===== src/rtl/bit_serializer_pkg.sv =====
// Shared types and defaults for the parallel-to-serial front end that feeds
// the 101 sequence detector.
package bit_serializer_pkg;

   typedef enum logic [1:0] {
      ST_IDLE  = 2'd0,
      ST_SHIFT = 2'd1,
      ST_GAP   = 2'd2
   } ser_state_e;

   localparam int DEFAULT_WIDTH     = 8;
   localparam bit MSB_FIRST_DEFAULT = 1'b1;

endpackage : bit_serializer_pkg


===== src/rtl/bit_serializer_if.sv =====
// Word-side handshake plus serial-side outputs of the bit serializer.
interface bit_serializer_if #(
   parameter int WIDTH = 8
);

   logic [WIDTH-1:0] word_in;
   logic             word_valid;
   logic             word_ready;
   logic             data_out;
   logic             bit_valid;
   logic             last_bit;
   logic             busy;

   modport master (
      output word_in,
      output word_valid,
      input  word_ready,
      input  data_out,
      input  bit_valid,
      input  last_bit,
      input  busy
   );

   modport slave (
      input  word_in,
      input  word_valid,
      output word_ready,
      output data_out,
      output bit_valid,
      output last_bit,
      output busy
   );

endinterface : bit_serializer_if


===== src/rtl/bit_serializer.sv =====
// Parallel-to-serial converter: accepts WIDTH-bit words on valid/ready and
// emits one registered bit per clock, with optional zero gap after each word.
module bit_serializer
   import bit_serializer_pkg::*;
#(
   parameter int WIDTH     = DEFAULT_WIDTH,
   parameter int GAP       = 0,
   parameter bit MSB_FIRST = MSB_FIRST_DEFAULT
) (
   input  logic            clk,
   input  logic            reset,
   bit_serializer_if.slave bus
);

   localparam int            CW       = (WIDTH > 2) ? $clog2(WIDTH) : 1;
   localparam logic [CW-1:0] CNT_LAST = CW'(WIDTH - 1);
   localparam logic [7:0]    GAP_LOAD = (GAP > 0) ? 8'(GAP - 1) : 8'd0;

   ser_state_e       state_q, state_d;
   logic [WIDTH-1:0] shreg_q, shreg_d;
   logic [CW-1:0]    cnt_q,   cnt_d;
   logic [7:0]       gap_q,   gap_d;
   logic             data_q,  data_d;
   logic             bvld_q,  bvld_d;
   logic             last_q,  last_d;
   logic             accept;
   logic             load;

   function automatic logic first_bit(input logic [WIDTH-1:0] w);
      return MSB_FIRST ? w[WIDTH-1] : w[0];
   endfunction

   // Drops the bit just presented so the next one sits at the head.
   function automatic logic [WIDTH-1:0] advance(input logic [WIDTH-1:0] w);
      return MSB_FIRST ? (w << 1) : (w >> 1);
   endfunction

   assign bus.word_ready = !reset &&
                           ((state_q == ST_IDLE) ||
                            ((GAP == 0) && (state_q == ST_SHIFT) && last_q));
   assign accept         = bus.word_valid && bus.word_ready;

   assign bus.data_out  = data_q;
   assign bus.bit_valid = bvld_q;
   assign bus.last_bit  = last_q;
   assign bus.busy      = (state_q != ST_IDLE);

   always_comb begin
      state_d = state_q;
      shreg_d = shreg_q;
      cnt_d   = cnt_q;
      gap_d   = gap_q;
      data_d  = 1'b0;
      bvld_d  = 1'b0;
      last_d  = 1'b0;
      load    = 1'b0;

      case (state_q)
         ST_IDLE: begin
            if (accept) load = 1'b1;
         end
         ST_SHIFT: begin
            if (last_q) begin
               if (GAP > 0) begin
                  state_d = ST_GAP;
                  gap_d   = GAP_LOAD;
               end else if (accept) begin
                  load = 1'b1;
               end else begin
                  state_d = ST_IDLE;
               end
            end else begin
               cnt_d   = cnt_q + CW'(1);
               data_d  = first_bit(shreg_q);
               shreg_d = advance(shreg_q);
               bvld_d  = 1'b1;
               last_d  = (cnt_d == CNT_LAST);
            end
         end
         ST_GAP: begin
            if (gap_q == 8'd0) state_d = ST_IDLE;
            else               gap_d   = gap_q - 8'd1;
         end
         default: state_d = ST_IDLE;
      endcase

      // Loading presents the first bit right away; a back-to-back load from
      // SHIFT therefore leaves no bubble between words.
      if (load) begin
         state_d = ST_SHIFT;
         cnt_d   = '0;
         data_d  = first_bit(bus.word_in);
         shreg_d = advance(bus.word_in);
         bvld_d  = 1'b1;
         last_d  = 1'b0;
      end
   end

   always_ff @(posedge clk) begin
      if (reset) begin
         state_q <= ST_IDLE;
         shreg_q <= '0;
         cnt_q   <= '0;
         gap_q   <= '0;
         data_q  <= 1'b0;
         bvld_q  <= 1'b0;
         last_q  <= 1'b0;
      end else begin
         state_q <= state_d;
         shreg_q <= shreg_d;
         cnt_q   <= cnt_d;
         gap_q   <= gap_d;
         data_q  <= data_d;
         bvld_q  <= bvld_d;
         last_q  <= last_d;
      end
   end

endmodule : bit_serializer

===== src/flat_wrapper.sv =====
// flat-port wrapper written by rule: the top's interface ports become plain ports
module bit_serializer_flat import bit_serializer_pkg::*;
#(
   parameter int WIDTH     = DEFAULT_WIDTH,
   parameter int GAP       = 0,
   parameter bit MSB_FIRST = MSB_FIRST_DEFAULT
)
  (clk, reset, bus_word_in, bus_word_valid, bus_word_ready, bus_data_out, bus_bit_valid, bus_last_bit, bus_busy);
  bit_serializer_if #(.WIDTH(WIDTH)) bus_i ();
  input  logic clk;
  input  logic reset;
  input wire logic [$bits(bus_i.word_in)-1:0] bus_word_in;
  input wire logic [$bits(bus_i.word_valid)-1:0] bus_word_valid;
  output wire logic [$bits(bus_i.word_ready)-1:0] bus_word_ready;
  output wire logic [$bits(bus_i.data_out)-1:0] bus_data_out;
  output wire logic [$bits(bus_i.bit_valid)-1:0] bus_bit_valid;
  output wire logic [$bits(bus_i.last_bit)-1:0] bus_last_bit;
  output wire logic [$bits(bus_i.busy)-1:0] bus_busy;
  assign bus_i.word_in = bus_word_in;
  assign bus_i.word_valid = bus_word_valid;
  assign bus_word_ready = bus_i.word_ready;
  assign bus_data_out = bus_i.data_out;
  assign bus_bit_valid = bus_i.bit_valid;
  assign bus_last_bit = bus_i.last_bit;
  assign bus_busy = bus_i.busy;
  bit_serializer #(.WIDTH(WIDTH), .GAP(GAP), .MSB_FIRST(MSB_FIRST)) u_core (.clk(clk), .reset(reset), .bus(bus_i));
endmodule

===== config.mk =====
export PLATFORM = sky130hd
export DESIGN_NAME = bit_serializer_flat
export DESIGN_NICKNAME = d
export VERILOG_FILES = /design/src/rtl/bit_serializer_pkg.sv /design/src/rtl/bit_serializer_if.sv /design/src/rtl/bit_serializer.sv /design/src/flat_wrapper.sv
export SDC_FILE = /design/constraint.sdc
export NUM_CORES = 1
export LEC_CHECK = 0
export ABC_AREA = 1
export ABC_CLOCK_PERIOD_IN_PS = 3500
export BUFFER_PORTS_ARGS = -buffer_cell sky130_fd_sc_hd__buf_2
export CAP_MARGIN = 20
export CORE_AREA = 2 2 39 41
export DETAILED_ROUTE_END_ITERATION = 6
export DIE_AREA = 0 0 41 43
export PLACE_DENSITY = 0.86
export REMOVE_ABC_BUFFERS = 1
export SYNTH_ARGS = -nofsm -noshare
export SYNTH_HDL_FRONTEND = slang
export SYNTH_SLANG_ARGS = --single-unit

===== constraint.sdc =====
create_clock -name clk -period 3.5 [get_ports clk]
set_clock_uncertainty 0.2 [all_clocks]
set_input_delay 0.175 -clock clk [delete_from_list [all_inputs] [get_ports clk]]
set_output_delay 0.175 -clock clk [all_outputs]
set_load 0.01 [all_outputs]

==> impl_metrics.env <==
export IMPL_wl_per_cell_um=9.71
export IMPL_report_power_total_w=0.000333
export IMPL_antenna_found_initial=0
export IMPL_maxSlewViolCount=0
export IMPL_worstPathArrival_ns=1.22
export IMPL_tightest_slew_ns=0.317
export IMPL_yosys_area_top_type="dfxtp_1"
export IMPL_r2r_slack_ns=2.13
export IMPL_min_path_cells=3
export IMPL_min_path_type="input port to register"
export IMPL_min_from="bus_word_valid"
export IMPL_synth_warnings=0
export IMPL_die_w_um=41
export IMPL_rsz0062_at_grt="false"
export IMPL_timing_rr_start="u_core.cnt_q[0]"
export IMPL_ys_types=21
export IMPL_max_freq_ghz=0.626
export IMPL_drt_iter0_markers=13
export IMPL_clkLatencyLatePin_ns=0.28
export IMPL_synth_seq_area_share_pct=40.7
export IMPL_worstPathRequired_ns=3.12
export IMPL_ff2ff_path_depth=6
export IMPL_max_cap_viol_count=0
export IMPL_dr_pass1_iters=4
export IMPL_drc=0
export IMPL_period_minus_slack_ns=1.60
export IMPL_syn_area_um2=688
export IMPL_post_dp_hpwl_um=912
export IMPL_postCtsSetupBuffers=0
export IMPL_clkTransAtPathRegs_ns=0.08
export IMPL_crit_path_end_kind="output port"
export IMPL_ys_top_cells_by_area="dfxtp_1 41%, nor2_1 13%, nand2_1 11%, inv_1 6.5%, nand4_1 5.5%"
export IMPL_cts_tree="built"
export IMPL_die_area_mm2=0.00176
export IMPL_vias_per_cell=4.94
export IMPL_cts_buffer_depth=2
export IMPL_area_growth_pct=17.8
export IMPL_clock_sinks=14
export IMPL_synth_top_area_share_pct=40.7
export IMPL_htree_levels=1
export IMPL_fin_tns_setup_ns=0
export IMPL_num_vias=642
export IMPL_nNetsFinal=128
export IMPL_startpoint_type="register"
export IMPL_relSlewSlack_pct=78.9
export IMPL_status="completed"
export IMPL_core_area_mm2=0.00138
export IMPL_fillers=121
export IMPL_overflow=0
export IMPL_gp_congestion=0.815
export IMPL_critical_path_class="register to output port"
export IMPL_io_pins=16
export IMPL_irDropWorstVdd_uv=173
export IMPL_portBuffers=15
export IMPL_cts_buffers=3
export IMPL_start_util_pct=49.7
export IMPL_hold_end="u_core.bus.data_out"
export IMPL_num_rows=14
export IMPL_drive_above_1_share_pct=22.8
export IMPL_grt_pass1_wl_um=2060
export IMPL_die_height_um=43
export IMPL_worst_path_max_fanout=10
export IMPL_timing_rr_end="u_core.cnt_q[2]"
export IMPL_drtAntennaViolNets=0
export IMPL_final_setup_viol_count=0
export IMPL_power_density_mw_per_mm2=411
export IMPL_cts_root_buffer="clkbuf_4"
export IMPL_wl_um=1260
export IMPL_diodes=0
export IMPL_finalHoldViolations=0
export IMPL_fin_crit_sh_pct=45.6
export IMPL_grt_pass1_vias=538
export IMPL_leakage_nw=0.397
export IMPL_grt_usage_pct=17.4
export IMPL_cts_resized=0
export IMPL_synth_seq_cells=14
export IMPL_grt_max_degree=17
export IMPL_avgSynthCellArea_um2=7.09
export IMPL_synth_cells=97
[critical path, cell delays in order (launching register included)]
cell and delay (ns):
dfxtp_1 0.39, inv_1 0.09, nor2_4 0.21, nor2_1 0.10, buf_2 0.16
[worst max-delay path by stage]
stage	start	end	slack (ns)	cells past startpoint
3_5_place_dp	u_core.cnt_q[0]	u_core.cnt_q[2]	2.16	6
5_1_grt	u_core.state_q[0]	bus_word_ready	1.82	4
4_1_cts	u_core.state_q[0]	bus_word_ready	1.90	4
6_report	u_core.state_q[0]	bus_word_ready	1.90	4
3_3_place_gp	u_core.cnt_q[0]	u_core.cnt_q[2]	2.18	6
2_1_floorplan	u_core.cnt_q[0]	u_core.cnt_q[2]	2.22	6
[Yosys cell counts]
cell type and count:
nand4_1 6, xor2_1 1, o21ai_0 1, buf_4 1
buf_6 1, dfxtp_1 14, a21oi_1 2, nand2_4 1
nand2_1 21, or2_2 1, inv_2 2, clkbuf_2 1
ha_1 2, inv_1 12, nor3_2 1, nand3_1 3
nor2_1 23, nor2_4 1, buf_2 1, nor3_1 1
o21ai_4 1
[power breakdown]
part / internal, W / switching, W / total, W / leakage (nW)
Combinational: 0.0000182 / 0.0000276 / 0.0000458 / 0.262
Sequential: 0.000166 / 0.00000412 / 0.000170 / 0.114
Clock: 0.0000634 / 0.0000535 / 0.000117 / 0.0210
Total: 0.000248 / 0.0000852 / 0.000333 / 0.397
[area by class of cell]
class	instances	area, um^2	share of cell area [%]
clock buffers	4	36.3	4.48
inverters	14	52.6	6.48
multi-input cells	65	327	40.3
flip-flops and latches	14	280	34.6
well taps	16	20.0	2.47
repair buffers	17	95.1	11.7
[per-layer routing]
layer	GRT usage, %	up-vias	share of wire [%]
li1	-	335	-
met1	20.3	288	45
met2	26.9	14	49
met3	3.14	5	3.2
met4	12.0	0	3.2
met5	0	-	0
[cell families (layout without fill, tap and decap cells)]
group                      count (synthesis)  after routing  share of synthesized area (%)
buffers and inverters                     18             35                           11.8
adders and majority gates                  2              2                           3.64
xor gates and xnor gates                   1              1                           1.27
AOI/OAI and AO/OA                          4              4                           4.55
and+or+nand+nor                           58             58                           38.0
DFF                                       14             14                           40.7
[through the flow]
stage,worst slack [ns],utilization (%),hold WS [ns],std cells,area (um^2)
after global placement,2.18,54.5,0.247,124,754
after detailed placement,2.16,54.5,0.251,124,754
after CTS,1.90,58.6,0.0368,130,811
after global routing,1.82,58.6,0.0450,130,811
final,1.90,58.6,0.0376,130,811
after floorplan,2.22,-,0.0441,93,659
[cell usage in the layout, fill, tap and decap left out]
cell / count
dlygate4sd3_1: 2
xor2_1: 1
clkbuf_4: 3
nand3_1: 3
a21oi_1: 2
dfxtp_1: 14
nand2_4: 1
nor2_4: 1
or2_2: 1
inv_1: 12
nor3_2: 1
o21ai_4: 1
nor3_1: 1
ha_1: 2
clkbuf_8: 1
o21ai_0: 1
nand4_1: 6
inv_2: 2
nand2_1: 21
buf_2: 15
nor2_1: 23
[sequential cells by signal, summed over array words and instances (netlist names)]
register and cells:
u_core.cnt_q 3, u_core.shreg_q 7, u_core.state_q 1, u_core.bus.bit_valid 1, u_core.bus.last_bit 1, u_core.bus.data_out 1
[what timing repair did]
item	CTS	global route
hold buffers	2	0
endpoints found under the hold margin	2	0
setup endpoints to repair	0	0
Note: power is estimated with default switching activity, not from simulation.
